### config.mk
export PLATFORM = sky130hd
export DESIGN_NAME = vga_timing_gen
export DESIGN_NICKNAME = d
export VERILOG_FILES = /design/src/rtl/vga_timing_gen.sv
export SDC_FILE = /design/constraint.sdc
export NUM_CORES = 1
export LEC_CHECK = 0
export BUFFER_PORTS_ARGS = -buffer_cell sky130_fd_sc_hd__buf_4
export CAP_MARGIN = 0
export CORE_ASPECT_RATIO = 1.5
export CORE_MARGIN = 2
export CORE_UTILIZATION = 53
export DETAILED_ROUTE_END_ITERATION = 8
export GPL_ROUTABILITY_DRIVEN = 1
export PLACE_DENSITY_LB_ADDON = 0.25
export SLEW_MARGIN = 30
export SYNTH_ARGS = -nofsm -noshare
export SYNTH_HDL_FRONTEND = slang
export SYNTH_SLANG_ARGS = --single-unit
### constraint.sdc
create_clock -name CLK -period 1.6 [get_ports CLK]
set_input_delay 0.16 -clock CLK [delete_from_list [all_inputs] [get_ports CLK]]
set_output_delay 0.16 -clock CLK [all_outputs]
set_load 0.02 [all_outputs]
### src/rtl/vga_timing_gen.sv
`default_nettype none
// ============================================================================
// Module   : vga_timing_gen
// Brief    : 640x480@60 Hz VGA raster timing from a 50 MHz clock, with a
//            sync/blank delay line and frame-start / VSYNC-toggle indications.
// Revision : 1.0 - initial release
// ============================================================================
module vga_timing_gen #(
    parameter int H_VISIBLE  = 640,
    parameter int H_FP       = 16,
    parameter int H_SYNC     = 96,
    parameter int H_BP       = 48,
    parameter int V_VISIBLE  = 480,
    parameter int V_FP       = 10,
    parameter int V_SYNC     = 2,
    parameter int V_BP       = 33,
    parameter int PIPE_DELAY = 1
) (
    input  logic       CLK,
    input  logic       RESET_N,
    output logic       pixel_ce,
    output logic [9:0] DrawX,
    output logic [9:0] DrawY,
    output logic       hs,
    output logic       vs,
    output logic       blank,
    output logic       frame_start,
    output logic       vsync_toggle
);

    localparam logic [9:0] c_h_total    = 10'(H_VISIBLE + H_FP + H_SYNC + H_BP);
    localparam logic [9:0] c_v_total    = 10'(V_VISIBLE + V_FP + V_SYNC + V_BP);
    localparam logic [9:0] c_h_visible  = 10'(H_VISIBLE);
    localparam logic [9:0] c_v_visible  = 10'(V_VISIBLE);
    localparam logic [9:0] c_hs_start   = 10'(H_VISIBLE + H_FP);
    localparam logic [9:0] c_hs_end     = 10'(H_VISIBLE + H_FP + H_SYNC);
    localparam logic [9:0] c_vs_start   = 10'(V_VISIBLE + V_FP);
    localparam logic [9:0] c_vs_end     = 10'(V_VISIBLE + V_FP + V_SYNC);

    logic       r_pix_ce;
    logic [9:0] r_h;
    logic [9:0] r_v;
    logic       r_frame_start;
    logic       r_vsync_toggle;

    logic       w_h_wrap;
    logic       w_v_wrap;
    logic       w_hs_raw;
    logic       w_vs_raw;
    logic       w_blank_raw;

    assign w_h_wrap = (r_h == c_h_total - 10'd1);
    assign w_v_wrap = (r_v == c_v_total - 10'd1);

    always_ff @(posedge CLK or negedge RESET_N) begin
        if (!RESET_N) begin
            r_pix_ce       <= 1'b0;
            r_h            <= 10'd0;
            r_v            <= 10'd0;
            r_frame_start  <= 1'b0;
            r_vsync_toggle <= 1'b0;
        end else begin
            r_pix_ce      <= ~r_pix_ce;
            r_frame_start <= 1'b0;
            if (r_pix_ce) begin
                if (w_h_wrap) begin
                    r_h <= 10'd0;
                    if (w_v_wrap) begin
                        r_v            <= 10'd0;
                        r_frame_start  <= 1'b1;
                        r_vsync_toggle <= ~r_vsync_toggle;
                    end else begin
                        r_v <= r_v + 10'd1;
                    end
                end else begin
                    r_h <= r_h + 10'd1;
                end
            end
        end
    end

    // Gating with RESET_N keeps blank low during reset even with no delay stages.
    assign w_hs_raw    = ~(RESET_N && (r_h >= c_hs_start) && (r_h < c_hs_end));
    assign w_vs_raw    = ~(RESET_N && (r_v >= c_vs_start) && (r_v < c_vs_end));
    assign w_blank_raw = RESET_N && (r_h < c_h_visible) && (r_v < c_v_visible);

    generate
        if (PIPE_DELAY == 0) begin : g_no_delay
            assign hs    = w_hs_raw;
            assign vs    = w_vs_raw;
            assign blank = w_blank_raw;
        end else begin : g_delay
            // Each stage holds {hs, vs, blank}; stage 0 takes the raw decode.
            logic [PIPE_DELAY-1:0][2:0] r_pipe;

            always_ff @(posedge CLK or negedge RESET_N) begin
                if (!RESET_N) begin
                    for (int i = 0; i < PIPE_DELAY; i++) begin
                        r_pipe[i] <= 3'b110;
                    end
                end else if (r_pix_ce) begin
                    r_pipe[0] <= {w_hs_raw, w_vs_raw, w_blank_raw};
                    for (int i = 1; i < PIPE_DELAY; i++) begin
                        r_pipe[i] <= r_pipe[i-1];
                    end
                end
            end

            assign hs    = r_pipe[PIPE_DELAY-1][2];
            assign vs    = r_pipe[PIPE_DELAY-1][1];
            assign blank = r_pipe[PIPE_DELAY-1][0];
        end
    endgenerate

    assign pixel_ce     = r_pix_ce;
    assign DrawX        = r_h;
    assign DrawY        = r_v;
    assign frame_start  = r_frame_start;
    assign vsync_toggle = r_vsync_toggle;

endmodule
`default_nettype wire

==> flow_metrics.env <==
export IMPL_status="finished, final reports clean"
export IMPL_fin_crit_ns=1.498
export IMPL_power_density_nw_per_um2=565.6
export IMPL_netlist_top_cells_count="24 x dfrtp_1, 10 x nand2_1, 9 x nand4_1"
export IMPL_postSynthAreaPerCell_sq_um=10.27
export IMPL_synth_cells=134
export IMPL_portBuffers=27
export IMPL_dr_pass1_iters=4
export IMPL_maxCapViolations=0
export IMPL_setup_viol_count_final=0
export IMPL_leakagePower_nw=0.9328
export IMPL_routedWlPerCell_microns=15.36
export IMPL_max_clock_path_buffers=2
export IMPL_dpl_hpwl_microns=2430
export IMPL_synth_nets=141
export IMPL_fmax_mhz=667.4
export IMPL_critical_path_max_stage_delay_ns=0.45
export IMPL_die_h_microns=66.41
export IMPL_clk_pin_slew_ns=0.14
export IMPL_cts_tree="done"
export IMPL_synth_edff_count=0
export IMPL_syn2layout_area_growth_pct=32.09
export IMPL_rsz0062_at_grt="yes"
export IMPL_netlist_area_sq_um=1376
export IMPL_grtUsageTotal_pct=23.15
export IMPL_drt_iter0_markers=39
export IMPL_numClockSinks=26
export IMPL_worstSetupStartpointType="register"
export IMPL_diodes=0
export IMPL_synth_most_common_cell="dfrtp_1"
export IMPL_slew_headroom_pct=81.37
export IMPL_grt_pass1_vias=1143
export IMPL_ir_worst_vdd_mv=0.5392
export IMPL_vias_per_cell=5.725
export IMPL_yosysWarnings=0
export IMPL_numCtsBuffers=3
export IMPL_end_kind="register"
export IMPL_drv_slew=0
export IMPL_hold_viol=0
export IMPL_stdcell_area_sq_um=1818
export IMPL_crit_required_ns=1.86
export IMPL_synth_seq_cells=26
export IMPL_clockRootBuffer="clkbuf_4"
export IMPL_yosysUniqueCellTypes=37
export IMPL_core_sq_um=2450
export IMPL_final_util_pct=74.21
export IMPL_crit_type="reg -> reg"
export IMPL_place_area_sq_um=1710
export IMPL_die_area_sq_um=3029
export IMPL_hp_class="in -> async"
export IMPL_clock_latency_ns=0.33
export IMPL_initial_core_util_pct=56.18
export IMPL_worstPathArrival_ns=1.76
export IMPL_drive_above_1_share_pct=36.61
export IMPL_gr_total_overflow=0
export IMPL_async_flop_share_pct=100.0
export IMPL_worstPathCellList="buf_4 -> nand4b_1 -> or3_4 -> nor2_2 -> xor2_1"
export IMPL_nNetsFinal=191
export IMPL_pin_count=28
export IMPL_synth_area_leaders="dfrtp_1 44%, ha_1 4.5%, nand4_1 4.1%"
export IMPL_drc=0
export IMPL_period_share_pct=93.65
export IMPL_ys_seq_area_share_pct=47.45
export IMPL_cpMaxStageDelayCell="dfrtp_1"
export IMPL_setup_tns_final_ns=0
export IMPL_finalClockSkew_ns=0.002738
export IMPL_synth_top_area_share_pct=43.64
export IMPL_antenna_found_initial=0
export IMPL_htree_levels=1
export IMPL_gp_congestion=0.8734
export IMPL_drt_wl_total_microns=3180
export IMPL_power_w=0.001028
export IMPL_via_count=1185
export IMPL_hold_slack_ns=0.3029
export IMPL_ant_nets=0
export IMPL_fp_row_count=22
export IMPL_grt_max_degree=15
export IMPL_die_x_microns=45.61
export IMPL_cp_max_fo=7
export IMPL_grt_first_pass_wirelength_microns=5071
export IMPL_synth_top_cell_by_area="dfrtp_1"
export IMPL_synth_ff_type="dfrtp_1"
export IMPL_worstMarginPinSlew_ns=0.2795
cells by family (layout without fill, tap and decap cells):
group	count (synthesis)	after routing	share of synthesized area, %
simple gates	61	61	27.64
flops	26	26	47.45
compound gates	17	17	7.545
buf+inv	12	61	4.364
xor+xnor	11	11	7.000
fa+ha+maj	5	5	4.545
mux	2	2	1.455
layout by cell type (no fill, tap or decap), drive strengths merged, types with 2 or more instances in the layout:
cell type	instances
dfstp	2
mux2i	2
dfrtp	24
xnor2	5
nand2	10
a21oi	3
o21ai	7
buf	49
nand4b	2
nand2b	2
nand3	8
nor3	5
or3	4
xor2	6
nand4	9
ha	5
clkbuf	4
a31oi	3
nand3b	3
nor2b	2
nor2	10
inv	7
final timing paths:
| check | from | to | slack, ns | depth (start not counted) |
|---|---|---|---|---|
| hold / removal | RESET_N | g_delay.r_pipe[0] | 0.30 | 3 |
| max in group asynchronous | RESET_N | g_delay.r_pipe[1] | 1.05 | 3 |
| setup reg to reg | pixel_ce | DrawY[8] | 0.10 | 5 |
| setup / recovery | pixel_ce | DrawY[8] | 0.10 | 5 |
| min in group CLK | vsync_toggle | vsync_toggle | 0.48 | 1 |
| hold reg to reg | vsync_toggle | vsync_toggle | 0.48 | 1 |
flip-flops by register name, indices dropped and copies added (netlist names):
name,count
pixel_ce,1
DrawX,10
DrawY,10
frame_start,1
vsync_toggle,1
g_delay.r_pipe,3
per-layer routing:
layer	up-vias	share of wire [%]	global-route usage, %
met5	-	0	0
met3	8	3.5	2.459
met4	0	2.3	11.03
met2	36	56	42.78
li1	576	-	-
met1	565	38	24.48
critical path, delay by kind of cell (launching register included):
family                    cells  cell delay [ns]
DFF                           1             0.45
xor gates and xnor gates      1             0.15
and+or+nand+nor               3             0.65
buffers and inverters         1             0.19
metrics by stage:
stage	std cells	worst slack (ns)
floorplan	134	0.009298
global placement	198	0.08930
detailed placement	198	-0.002306
CTS	205	0.009792
global route	207	-0.02175
finish	207	0.1016
layout make-up:
cell class / instances / area, sq um
Multi-Input combinational cell: 96 / 690.7
Sequential cell: 26 / 653.1
Fill cell: 201 / 631.9
Timing Repair Buffer: 50 / 381.6
Clock buffer: 4 / 36.28
Tap cell: 24 / 30.03
Inverter: 7 / 26.28
report_power, final:
group	leakage (nW)	internal (W)	switching, W	total [W]
sequential	0.340	0.000659	0.000000759	0.000660
combinational	0.572	0.00000959	0.0000186	0.0000282
clock	0.0210	0.000139	0.000201	0.000340
total	0.933	0.000808	0.000220	0.00103
repair_timing:
action,4_1_cts,5_1_grt
hold buffers,1,0
buffers inserted,2,2
gates resized for setup,1,5
hold endpoints to repair,26,0
endpoints found under the setup margin,1,10
pin swaps,1,1
(Power assumes the default switching activity.)
